### src/rtl/adder_arbiter_pkg.sv
// Shared definitions for the two-requester add/subtract arbiter.
package adder_arbiter_pkg;

  // Controller states: accept a request, compute it, then hold the response.
  typedef enum logic [1:0] {
    IDLE = 2'd0,
    EXEC = 2'd1,
    RESP = 2'd2
  } state_e;

  // Requester identifiers as carried on rsp_id and stored as last_grant.
  localparam logic ID_REQ0 = 1'b0;
  localparam logic ID_REQ1 = 1'b1;

endpackage : adder_arbiter_pkg

### src/rtl/adder_arbiter_add_sub_unit.sv
// Combinational WIDTH-bit adder/subtractor shared by both requesters.
// Subtraction is a + ~b + 1, so carry_o = 1 means "no borrow".
module add_sub_unit #(
  parameter int WIDTH = 8
) (
  input  logic [WIDTH-1:0] a_i,
  input  logic [WIDTH-1:0] b_i,
  input  logic             cin_i,
  input  logic             sub_i,
  output logic [WIDTH-1:0] sum_o,
  output logic             carry_o
);

  logic [WIDTH-1:0] b_eff;
  logic             c_eff;
  logic [WIDTH:0]   total;

  // Fold subtract into the adder: invert b and force the carry-in to 1,
  // which is why the requester's cin is ignored for subtraction.
  always_comb begin
    b_eff = sub_i ? ~b_i : b_i;
    c_eff = sub_i ? 1'b1 : cin_i;
    total = {1'b0, a_i} + {1'b0, b_eff} + {{WIDTH{1'b0}}, c_eff};
  end

  assign sum_o   = total[WIDTH-1:0];
  assign carry_o = total[WIDTH];

endmodule : add_sub_unit

### src/rtl/adder_arbiter.sv
// Two requesters share one add/subtract unit through a round-robin
// arbiter. Each operation walks IDLE -> EXEC -> RESP -> IDLE, so the
// unit completes at most one operation every three cycles.
module adder_arbiter
  import adder_arbiter_pkg::*;
#(
  parameter int WIDTH = 8
) (
  input  logic             clk,
  input  logic             rst_n,
  input  logic             req0_valid,
  input  logic [WIDTH-1:0] req0_a,
  input  logic [WIDTH-1:0] req0_b,
  input  logic             req0_cin,
  input  logic             req0_sub,
  output logic             req0_ready,
  input  logic             req1_valid,
  input  logic [WIDTH-1:0] req1_a,
  input  logic [WIDTH-1:0] req1_b,
  input  logic             req1_cin,
  input  logic             req1_sub,
  output logic             req1_ready,
  output logic             rsp_valid,
  input  logic             rsp_ready,
  output logic             rsp_id,
  output logic [WIDTH-1:0] rsp_sum,
  output logic             rsp_carry,
  output logic             busy
);

  state_e           state_q, state_d;
  logic             last_grant_q, last_grant_d;
  logic [WIDTH-1:0] op_a_q, op_a_d;
  logic [WIDTH-1:0] op_b_q, op_b_d;
  logic             op_cin_q, op_cin_d;
  logic             op_sub_q, op_sub_d;
  logic             op_id_q, op_id_d;
  logic [WIDTH-1:0] rsp_sum_q, rsp_sum_d;
  logic             rsp_carry_q, rsp_carry_d;
  logic             rsp_id_q, rsp_id_d;

  logic             grant_en;
  logic             grant_id;
  logic [WIDTH-1:0] unit_sum;
  logic             unit_carry;

  // Round-robin pick: only in IDLE and never while reset is asserted;
  // on contention the requester that did not win last time gets the unit.
  always_comb begin
    grant_en = 1'b0;
    grant_id = ID_REQ0;
    if (rst_n && (state_q == IDLE) && (req0_valid || req1_valid)) begin
      grant_en = 1'b1;
      if (req0_valid && req1_valid) begin
        grant_id = ~last_grant_q;
      end else if (req0_valid) begin
        grant_id = ID_REQ0;
      end else begin
        grant_id = ID_REQ1;
      end
    end
  end

  assign req0_ready = grant_en && (grant_id == ID_REQ0);
  assign req1_ready = grant_en && (grant_id == ID_REQ1);

  // Operands are latched at acceptance so later input changes cannot
  // disturb the operation already in flight.
  add_sub_unit #(
    .WIDTH(WIDTH)
  ) u_add_sub (
    .a_i    (op_a_q),
    .b_i    (op_b_q),
    .cin_i  (op_cin_q),
    .sub_i  (op_sub_q),
    .sum_o  (unit_sum),
    .carry_o(unit_carry)
  );

  // Next-state logic for the controller, operand latch and response registers.
  always_comb begin
    state_d      = state_q;
    last_grant_d = last_grant_q;
    op_a_d       = op_a_q;
    op_b_d       = op_b_q;
    op_cin_d     = op_cin_q;
    op_sub_d     = op_sub_q;
    op_id_d      = op_id_q;
    rsp_sum_d    = rsp_sum_q;
    rsp_carry_d  = rsp_carry_q;
    rsp_id_d     = rsp_id_q;
    case (state_q)
      IDLE: begin
        if (grant_en) begin
          state_d      = EXEC;
          last_grant_d = grant_id;
          op_id_d      = grant_id;
          op_a_d       = (grant_id == ID_REQ1) ? req1_a   : req0_a;
          op_b_d       = (grant_id == ID_REQ1) ? req1_b   : req0_b;
          op_cin_d     = (grant_id == ID_REQ1) ? req1_cin : req0_cin;
          op_sub_d     = (grant_id == ID_REQ1) ? req1_sub : req0_sub;
        end
      end
      EXEC: begin
        rsp_sum_d   = unit_sum;
        rsp_carry_d = unit_carry;
        rsp_id_d    = op_id_q;
        state_d     = RESP;
      end
      RESP: begin
        // No grant is possible here, so a handshake cycle never overlaps
        // with acceptance of the next operation.
        if (rsp_ready) begin
          state_d = IDLE;
        end
      end
      default: state_d = IDLE;
    endcase
  end

  // State update; reset drops any in-flight operation and hands req0 the
  // first win by pretending req1 was granted last.
  always_ff @(posedge clk) begin
    if (!rst_n) begin
      state_q      <= IDLE;
      last_grant_q <= ID_REQ1;
      op_a_q       <= '0;
      op_b_q       <= '0;
      op_cin_q     <= 1'b0;
      op_sub_q     <= 1'b0;
      op_id_q      <= ID_REQ0;
      rsp_sum_q    <= '0;
      rsp_carry_q  <= 1'b0;
      rsp_id_q     <= ID_REQ0;
    end else begin
      state_q      <= state_d;
      last_grant_q <= last_grant_d;
      op_a_q       <= op_a_d;
      op_b_q       <= op_b_d;
      op_cin_q     <= op_cin_d;
      op_sub_q     <= op_sub_d;
      op_id_q      <= op_id_d;
      rsp_sum_q    <= rsp_sum_d;
      rsp_carry_q  <= rsp_carry_d;
      rsp_id_q     <= rsp_id_d;
    end
  end

  assign rsp_valid = (state_q == RESP);
  assign rsp_sum   = rsp_sum_q;
  assign rsp_carry = rsp_carry_q;
  assign rsp_id    = rsp_id_q;
  assign busy      = (state_q != IDLE);

endmodule : adder_arbiter

### config.mk
export PLATFORM = sky130hd
export DESIGN_NAME = adder_arbiter
export DESIGN_NICKNAME = d
export VERILOG_FILES = /design/src/rtl/adder_arbiter_pkg.sv /design/src/rtl/adder_arbiter_add_sub_unit.sv /design/src/rtl/adder_arbiter.sv
export SDC_FILE = /design/constraint.sdc
export NUM_CORES = 1
export LEC_CHECK = 0
export CORE_ASPECT_RATIO = 0.7
export CORE_MARGIN = 1
export CORE_UTILIZATION = 63
export DETAILED_ROUTE_END_ITERATION = 10
export DONT_BUFFER_PORTS = 1
export PLACE_DENSITY = 0.76
export RECOVER_POWER = 50
export SLEW_MARGIN = 25
export SYNTH_ARGS = -nofsm -noshare
export SYNTH_HDL_FRONTEND = slang
export SYNTH_SLANG_ARGS = --single-unit
### constraint.sdc
create_clock -name clk -period 5.97 [get_ports clk]
set_clock_uncertainty 0.05 [all_clocks]
set_input_delay 0.597 -clock clk [delete_from_list [all_inputs] [get_ports clk]]
set_output_delay 0.597 -clock clk [all_outputs]
set_load 0.03 [all_outputs]
==> impl_metrics.csv <==
group,metric,value,unit
outcome,run_status,"finished with violations",
outcome,violations_in_the_final_reports,"capacitance limit, slew limit",
pwr,leakage_power_total,0.815,nW
logic_synthesis,synthesis.instances,198,
floorplan,ioPinCount,55,
clock_network,cts_hold_buf,0,
worst_setup_path,setup.worst_path.end_class,"flip-flop",
final_layout,fill_cells,185,
worst_setup_path,data_arrival_time_of_the_worst_path,3.23,ns
floorplan,floorplan.die_area,0.00312,mm^2
pwr,irDropWorstVdd,209,uV
final_layout,layoutNonFillerInstCount,230,
clock_network,clock_sinks,32,
worst_setup_path,path_cells,"or2_0 -> nor3_1 -> clkbuf_1 -> nor2_1 -> a211oi_2",
final_layout,finalNetCount,245,
place,hpwlAfterDp,2720,um
place,place.gp.congestion,0.831,
global_routing,number_of_global_route_vias_before_repair,1291,
timing,report.final.hold_viol_count,0,
routing,avgRoutedWirePerCell,16.0,um
clock_network,cts_buffer_count,5,
floorplan,design.core.area,0.00259,mm^2
logic_synthesis,post_synth_mux_area_share,9.88,%
timing,timing_worst_slew_pin_value,1.89,ns
logic_synthesis,synthesis.area,0.00182,mm^2
clock_network,clock_latency_on_the_worst_skew_pair,0.28,ns
clock_network,post_cts_resize_count,0,
worst_setup_path,critical_path.startpoint_type,"flip-flop",
clock_network,cts.htree.levels,2,
floorplan,die_w,66.3,um
routing,remaining_drc_errors,0,
logic_synthesis,ys.flop_type,"sky130_fd_sc_hd__dfxtp_1",
logic_synthesis,synth_compound_area_share,23.3,%
clock_network,tritoncts,"done",
floorplan,die_h,47.0,um
worst_setup_path,worst_path_max_delay_cell,"sky130_fd_sc_hd__clkbuf_1",
worst_setup_path,path_class,"reg -> reg",
global_routing,total_global_route_track_usage,25.9,%
timing,grt_setup_unrepaired,"no",
global_routing,grt_antenna_before_repair,0,
worst_setup_path,worst-path-buf-inv,1,
routing,routed_wl,3680,um
timing,fin_setup_tns,0,ns
worst_setup_path,cpPeakStageDelay,1.40,ns
logic_synthesis,synth_sequential_area_ratio,35.1,%
routing,detailedRoute.firstIterationViolations,101,
logic_synthesis,post_synth_and_or_nand_nor_area_fraction,15.4,%
final_layout,final_util,73.8,%
worst_setup_path,critical_path.top_delay_family,"buffers and inverters",
timing,timing.final.max_slew_violations,40,
logic_synthesis,synth-async-reset-ratio,0,%
timing,period_share,51.6,%
clock_network,ctsLongestPathBuffers,2,
place,worst_slack_at_placement,3.47,ns
routing,drt_first_pass_iters,4,
logic_synthesis,synth_enable_flop_cells,0,
floorplan,initial_utilization,70.4,%
logic_synthesis,dominant_combinational_cell_family_by_area_after_synthesis,"compound AO/OA/AOI/OAI gates",
worst_setup_path,crit_path_max_fanout,39,
final_layout,drive_above_1_share,15.8,%
logic_synthesis,synthAdderAreaFrac,7.00,%
logic_synthesis,synth-seq-cells,32,
clock_network,postCtsSetupBuffers,0,
final_layout,syn2layout_area_growth,4.87,%
global_routing,globalRoute.totalOverflow,0,
timing,finalWorstPathRequiredPeriod,3.08,ns
floorplan,placement_rows,15,
logic_synthesis,syn-num-nets,248,
timing,timing.max_slew.rel_slack,-25.8,%
worst_hold_path,timing.hold.worst.class,"in -> reg",
global_routing,grt_pass1_wl,5800,um
global_routing,maximum_number_of_pins_on_one_net_before_global_route_repair,40,
pwr,total_power,575,uW
timing,max_clock_freq,0.324,GHz
logic_synthesis,area_share_of_xor_xnor_cells_in_the_synthesized_design,3.84,%
routing,num_vias,1423,
logic_synthesis,synth.yosys.warnings,0,
timing,postLayoutSetupSlackWorst,2.89,ns
final_layout,antenna-diode-count,0,
place,portBuffers,0,
routing,postRouteAntennaNets,0,
logic_synthesis,yosys.cell_types.count,38,
clock_network,ctsRootBufferMaster,"sky130_fd_sc_hd__clkbuf_8",
timing,setup_viol,0,
worst_setup_path,cp_data_required_time,6.12,ns
place,dpl.cell_count,222,
pwr,p_per_area,301,mW/mm^2
flow_run,total_of_max_cap_violations,1,
clock_network,cts.clk_slew.worst_paths,0.07,ns
routing,via_per_inst,6.19,
logic_synthesis,synth_area_per_cell,9.21,um^2
-- cells in the mapped netlist, drive strengths merged, types with 2 or more instances --
library cell	n	area, um^2
nor2b	3	18.8
o21a	3	22.5
nor3	3	20.0
nor4	2	12.5
fa	2	40.0
clkbuf	2	7.51
nand3	9	45.0
dfxtp	32	641
nand2b	2	12.5
nand2	9	33.8
or2	2	12.5
nor2	26	97.6
a21oi	11	55.1
buf	10	55.1
inv	10	37.5
a211oi	21	248
ha	7	87.6
xor2	8	70.1
and2	2	12.5
o2111ai	2	17.5
mux2i	18	180
o21ai	6	30.0
-- registers in the layout (all words and copies together), names as in the netlist --
signal / cells
op_a_q: 8
op_b_q: 8
rsp_sum: 8
state_q: 2
last_grant_q: 1
op_cin_q: 1
op_id_q: 1
op_sub_q: 1
rsp_carry: 1
rsp_id: 1
-- layout by cell type (no fill, tap or decap), drive strengths merged, types with 3 or more instances in the layout --
cell type | synthesis | routed
dfxtp | 32 | 32
nor2 | 26 | 26
a211oi | 21 | 21
mux2i | 18 | 18
a21oi | 11 | 11
inv | 10 | 10
nand3 | 9 | 9
nand2 | 9 | 9
xor2 | 8 | 8
ha | 7 | 7
clkbuf | 2 | 7
o21ai | 6 | 6
nor3 | 3 | 3
nor2b | 3 | 3
o21a | 3 | 3
-- stage by stage --
stage | area [um^2] | hold slack (ns)
finish | 1910 | 0.345
floorplan | 1820 | 0.379
global placement | 1830 | 0.393
detailed placement | 1830 | 0.411
CTS | 1930 | 0.342
global route | 1910 | 0.341
-- final timing paths --
kind         startpoint           end  slack (ns)  cells past startpoint
max reg2reg  state_q[0]     op_b_q[4]        2.89                      5
min               rst_n  last_grant_q        0.34                      1
max          state_q[0]     op_b_q[4]        2.89                      5
min reg2reg     op_id_q        rsp_id        0.42                      2
-- layer usage --
metal	track usage (%)	wire length [um]
met2	43.3	1690
met3	8.50	229
met5	0	0
met4	8.94	50
met1	32.2	1710
-- power breakdown --
| group | total [mW] | internal (mW) | switching [mW] |
|---|---|---|---|
| Clock | 0.169 | 0.0918 | 0.0769 |
| Combinational | 0.141 | 0.0548 | 0.0864 |
| Sequential | 0.265 | 0.235 | 0.0303 |
-- logic make-up (layout without fill, tap and decap cells) --
logic type      after synthesis  count (layout)
fa+ha+maj                     9               9
xor+xnor                      8               8
flops                        32              32
mux                          18              18
simple gates                 60              60
buf+inv                      22              20
compound gates               49              49
-- area by class of cell --
class / count / area (um^2) / area share, %
sequential: 32 / 641 / 33.5
clock buffer: 6 / 82.6 / 4.32
inverter: 10 / 37.5 / 1.96
timing repair buffer: 2 / 11.3 / 0.589
multi-input combinational: 144 / 1090 / 56.9
clock inverter: 2 / 10.0 / 0.524
tap: 34 / 42.5 / 2.23
(Power assumes the default switching activity.)
